===== config.mk =====
export PLATFORM = sky130hd
export DESIGN_NAME = fp_add_scheduler
export DESIGN_NICKNAME = d
export VERILOG_FILES = /design/src/rtl/fp_add_scheduler.sv
export SDC_FILE = /design/constraint.sdc
export NUM_CORES = 1
export LEC_CHECK = 0
export BUFFER_PORTS_ARGS = -buffer_cell sky130_fd_sc_hd__buf_2
export CAP_MARGIN = 0
export CORE_MARGIN = 10
export CORE_UTILIZATION = 40
export DETAILED_ROUTE_END_ITERATION = 8
export PLACE_DENSITY = 0.7
export SYNTH_ARGS = -nofsm -noshare
export SYNTH_HDL_FRONTEND = slang
export SYNTH_SLANG_ARGS = --single-unit

===== constraint.sdc =====
create_clock -name clk -period 4.65 [get_ports clk]
set_input_delay 0.6975 -clock clk [delete_from_list [all_inputs] [get_ports clk]]
set_output_delay 0.6975 -clock clk [all_outputs]
set_load 0.03 [all_outputs]

===== src/rtl/fp_add_scheduler.sv =====
// Round-robin front end for the shared FP32 adder: grants one of two requesters,
// sequences the datapath (normal settle or bypass) and returns the captured sum.
module fp_add_scheduler #(
    parameter int ALU_CYCLES = 2,
    parameter int CNT_W      = 16
) (
    input  logic             clk,
    input  logic             reset_n,
    input  logic             req0_valid,
    output logic             req0_ready,
    input  logic [31:0]      req0_a,
    input  logic [31:0]      req0_b,
    input  logic             req1_valid,
    output logic             req1_ready,
    input  logic [31:0]      req1_a,
    input  logic [31:0]      req1_b,
    output logic [31:0]      dp_a,
    output logic [31:0]      dp_b,
    output logic             dp_start,
    input  logic             dp_bypass,
    input  logic [31:0]      dp_result,
    output logic             rsp0_valid,
    input  logic             rsp0_ready,
    output logic             rsp1_valid,
    input  logic             rsp1_ready,
    output logic [31:0]      rsp_result,
    output logic             busy,
    output logic [CNT_W-1:0] ops_done
);

    typedef enum logic [1:0] {IDLE, ALIGN, EXEC, RESP} state_t;

    localparam logic [3:0] CNT_INIT = 4'(ALU_CYCLES - 1);

    state_t     state;
    logic       last;
    logic       owner;
    logic [3:0] cnt;
    logic       grant0;
    logic       grant1;
    logic       rsp_hs;

    // On a tie the requester that was not served last wins.
    always_comb begin
        grant0 = req0_valid && (!req1_valid || last);
        grant1 = req1_valid && (!req0_valid || !last);
        rsp_hs = owner ? (rsp1_valid && rsp1_ready) : (rsp0_valid && rsp0_ready);
    end

    assign req0_ready = (state == IDLE) && grant0;
    assign req1_ready = (state == IDLE) && grant1;
    assign busy       = (state != IDLE);

    always_ff @(posedge clk) begin
        if (!reset_n) begin
            state      <= IDLE;
            last       <= 1'b1;
            owner      <= 1'b0;
            cnt        <= 4'd0;
            dp_a       <= 32'd0;
            dp_b       <= 32'd0;
            dp_start   <= 1'b0;
            rsp_result <= 32'd0;
            rsp0_valid <= 1'b0;
            rsp1_valid <= 1'b0;
            ops_done   <= '0;
        end else begin
            case (state)
                IDLE: begin
                    if (grant0 || grant1) begin
                        dp_a     <= grant1 ? req1_a : req0_a;
                        dp_b     <= grant1 ? req1_b : req0_b;
                        owner    <= grant1;
                        dp_start <= 1'b1;
                        state    <= ALIGN;
                    end
                end
                ALIGN: begin
                    dp_start <= 1'b0;
                    if (dp_bypass) begin
                        rsp_result <= dp_result;
                        rsp0_valid <= !owner;
                        rsp1_valid <= owner;
                        state      <= RESP;
                    end else begin
                        cnt   <= CNT_INIT;
                        state <= EXEC;
                    end
                end
                EXEC: begin
                    if (cnt != 4'd0) begin
                        cnt <= cnt - 4'd1;
                    end else begin
                        rsp_result <= dp_result;
                        rsp0_valid <= !owner;
                        rsp1_valid <= owner;
                        state      <= RESP;
                    end
                end
                RESP: begin
                    // Returning to IDLE first keeps the handshake cycle free of a new grant.
                    if (rsp_hs) begin
                        last       <= owner;
                        ops_done   <= ops_done + 1'b1;
                        rsp0_valid <= 1'b0;
                        rsp1_valid <= 1'b0;
                        state      <= IDLE;
                    end
                end
                default: state <= IDLE;
            endcase
        end
    end

endmodule

==> flow_summary.yaml <==
outcome:
  status: "finished, final reports clean"
power_and_ir_drop:
  pwr-share-seq: 0.316
  power.share.switching: 0.4115
  power.density_nw_per_um2: 638.6
  total_power_mw: 4.725
  p_clk_frac: 0.252
  max-vdd-ir-drop_mv: 0.3433
  p_switching_mw: 1.944
  p_leak_nw: 3.454
  p_int_mw: 2.780
  comb_power_share: 0.432
timing:
  fmax_mhz: 381.2
  rsz0062_at_grt: "no"
  max_slew_margin: 0.3630
  hold_viol: 0
  setup_tns_ns: 0
  setup_viol: 0
  period_share: 0.5641
  drv_slew: 0
  finClkSkew_ns: 0.006385
  fin_crit_ns: 2.623
  worst_slew_pin_slew_ns: 0.9555
global_routing:
  top_usage_layer: "met2"
  grt_pass1_vias: 4980
  grt_use_met3: 0.1031
  antenna_found_initial: 3
  grt_start_max_net_pins: 130
  grt_usage: 0.1775
  grtUsageMet2: 0.2948
  grt_util_met1: 0.1784
  grt-ovfl-total: 0
  grt_pass1_wl_um: 25810
finish:
  utilization: 0.5609
  fin_area_um2: 7398
  stdcell_count: 1007
  drive_above_1_share: 0.3928
  area_delta_synth_final_pct: 38.09
  nets: 995
  nFillCells: 1261
clock_tree:
  cts_resized: 0
  htree_levels: 4
  cts_setup_buffers: 0
  clockBufferDepth: 2
  cts_sinks: 123
  clk_latency_ns: 0.42
  hold_buffers: 0
  root_buffer: "clkbuf_16"
  path_clk_slew_ns: 0.05
  cts_tree: "done"
  cts_buffers: 17
route:
  drtIter0Drc: 167
  drt_pass1_iterations: 4
  num_vias: 4901
  wl_per_cell_um: 16.91
  viasPerCell: 4.867
  ant_nets: 0
  wl_um: 17030
  drc: 0
die:
  coreArea_um2: 13190
  die_x_um: 135.7
  start_util: 0.4062
  fp.dieH_um: 135.7
  io_pins: 285
  fp-row-count: 42
  die_area_um2: 18420
synth:
  seq_area_frac_synth: 0.4596
  async_flop_share: 0
  syn_inst: 554
  synth_most_common_cell: "dfxtp_1"
  synth-edff-count: 0
  synth_area_leaders: "dfxtp_1 (46%), mux2i_1 (19%), a211oi_1 (9.1%)"
  syn_nets: 728
  synthFlopType: "dfxtp_1"
  yosys_warnings: 0
  synth_area_um2: 5358
  yosysTopAreaCellShare: 0.4596
  synth_commonest_cells: "dfxtp_1 (123), nor2_1 (105), mux2i_1 (101)"
  avgSynthCellArea_um2: 9.671
  synth_cell_types: 44
  ys_seq_elements: 123
  yosys.area.top_type: "dfxtp_1"
critical_path:
  cp.arrival_ns: 1.93
  critPathCaptureType: "primary output"
  critPathRequiredTime_ns: 3.95
  crit_fanout: 21
  critPathKind: "input pin to primary output"
  cp-start-kind: "input pin"
  r2r_cells: 4
min_path:
  hold_path_class: "flop to flop"
  hold_depth: 2
placed_design:
  dpl_cell_area_um2: 6867
  dp_hpwl_um: 13130
  placed_cells: 978
  gp_congestion: 0.7985
  place.port_buffers: 284
flow_run:
  cap_violations: 0
==> cell families after synthesis <==
kind of cell,share of synthesized area
muxes,0.1887
DFF,0.4596
adders and majority gates,0.01635
and+or+nand+nor,0.1327
AOI/OAI and AO/OA,0.1478
xor gates and xnor gates,0.006540
buffers and inverters,0.04834
==> final cells by class <==
cell class | instances | area (µm²) | area share
Multi-Input combinational cell | 377 | 2663 | 0.3599
Sequential cell | 123 | 2462 | 0.3328
Timing Repair Buffer | 289 | 1471 | 0.1989
Clock buffer | 26 | 519.2 | 0.07018
Tap cell | 176 | 220.2 | 0.02976
Inverter | 13 | 50.05 | 0.006765
Clock inverter | 2 | 10.01 | 0.001353
Antenna cell | 1 | 2.502 | 0.0003382
==> state kept, by name, summed over array words and instances (netlist names) <==
signal	count
rsp1_valid	1
rsp_result	32
cnt	4
dp_a	32
last	1
ops_done	16
owner	1
dp_start	1
dp_b	32
rsp0_valid	1
state	2
==> power by group through the flow <==
stage               clock network (mW)  logic, mW  registers, mW
floorplan                            0      0.974           2.04
global placement                     0       2.06           1.50
detailed placement                   0       2.07           1.51
CTS                               1.22       2.07           1.50
global route                      1.26       2.24           1.53
finish                            1.19       2.04           1.49
==> layout by cell type, fill, tap and decap left out, drive strengths merged, types with 4 or more instances in the layout <==
cell type,n
dfxtp,123
a211oi,65
mux2i,101
o31ai,4
nand3,6
a21oi,15
clkbuf,26
nor2,105
or3,6
inv,12
buf,289
ha,7
o211ai,6
o21ai,8
or4,6
nand2,16
==> worst paths after layout <==
kind / startpoint / end / slack, ns
hold reg to reg: ops_done[15]$_SDFFE_PN0P_ / ops_done[15]$_SDFFE_PN0P_ / 0.48
setup reg to reg: last$_SDFFE_PN1P_ / dp_a[26]$_SDFFE_PN0P_ / 2.53
setup / recovery: req0_valid / req1_ready / 2.03
hold / removal: ops_done[15]$_SDFFE_PN0P_ / ops_done[15]$_SDFFE_PN0P_ / 0.48
==> layer usage <==
metal	wire (µm)	share of wire
met5	27	0.0016
met4	272	0.016
met3	1968	0.12
met2	8440	0.50
met1	6323	0.37
==> critical path, stage by stage <==
cell,delay [ns]
buf_2,0.12
a21boi_4,0.66
nand2_1,0.16
inv_1,0.09
buf_2,0.20
==> stage by stage <==
| stage | hold WS, ns | setup slack [ns] |
|---|---|---|
| 2_1_floorplan | 0.4709 | 2.369 |
| 3_3_place_gp | 0.4672 | 2.038 |
| 3_5_place_dp | 0.4738 | 1.979 |
| 4_1_cts | 0.4808 | 2.028 |
| 5_1_grt | 0.5096 | 1.931 |
| 6_report | 0.4785 | 2.027 |
(Power assumes the default switching activity.)
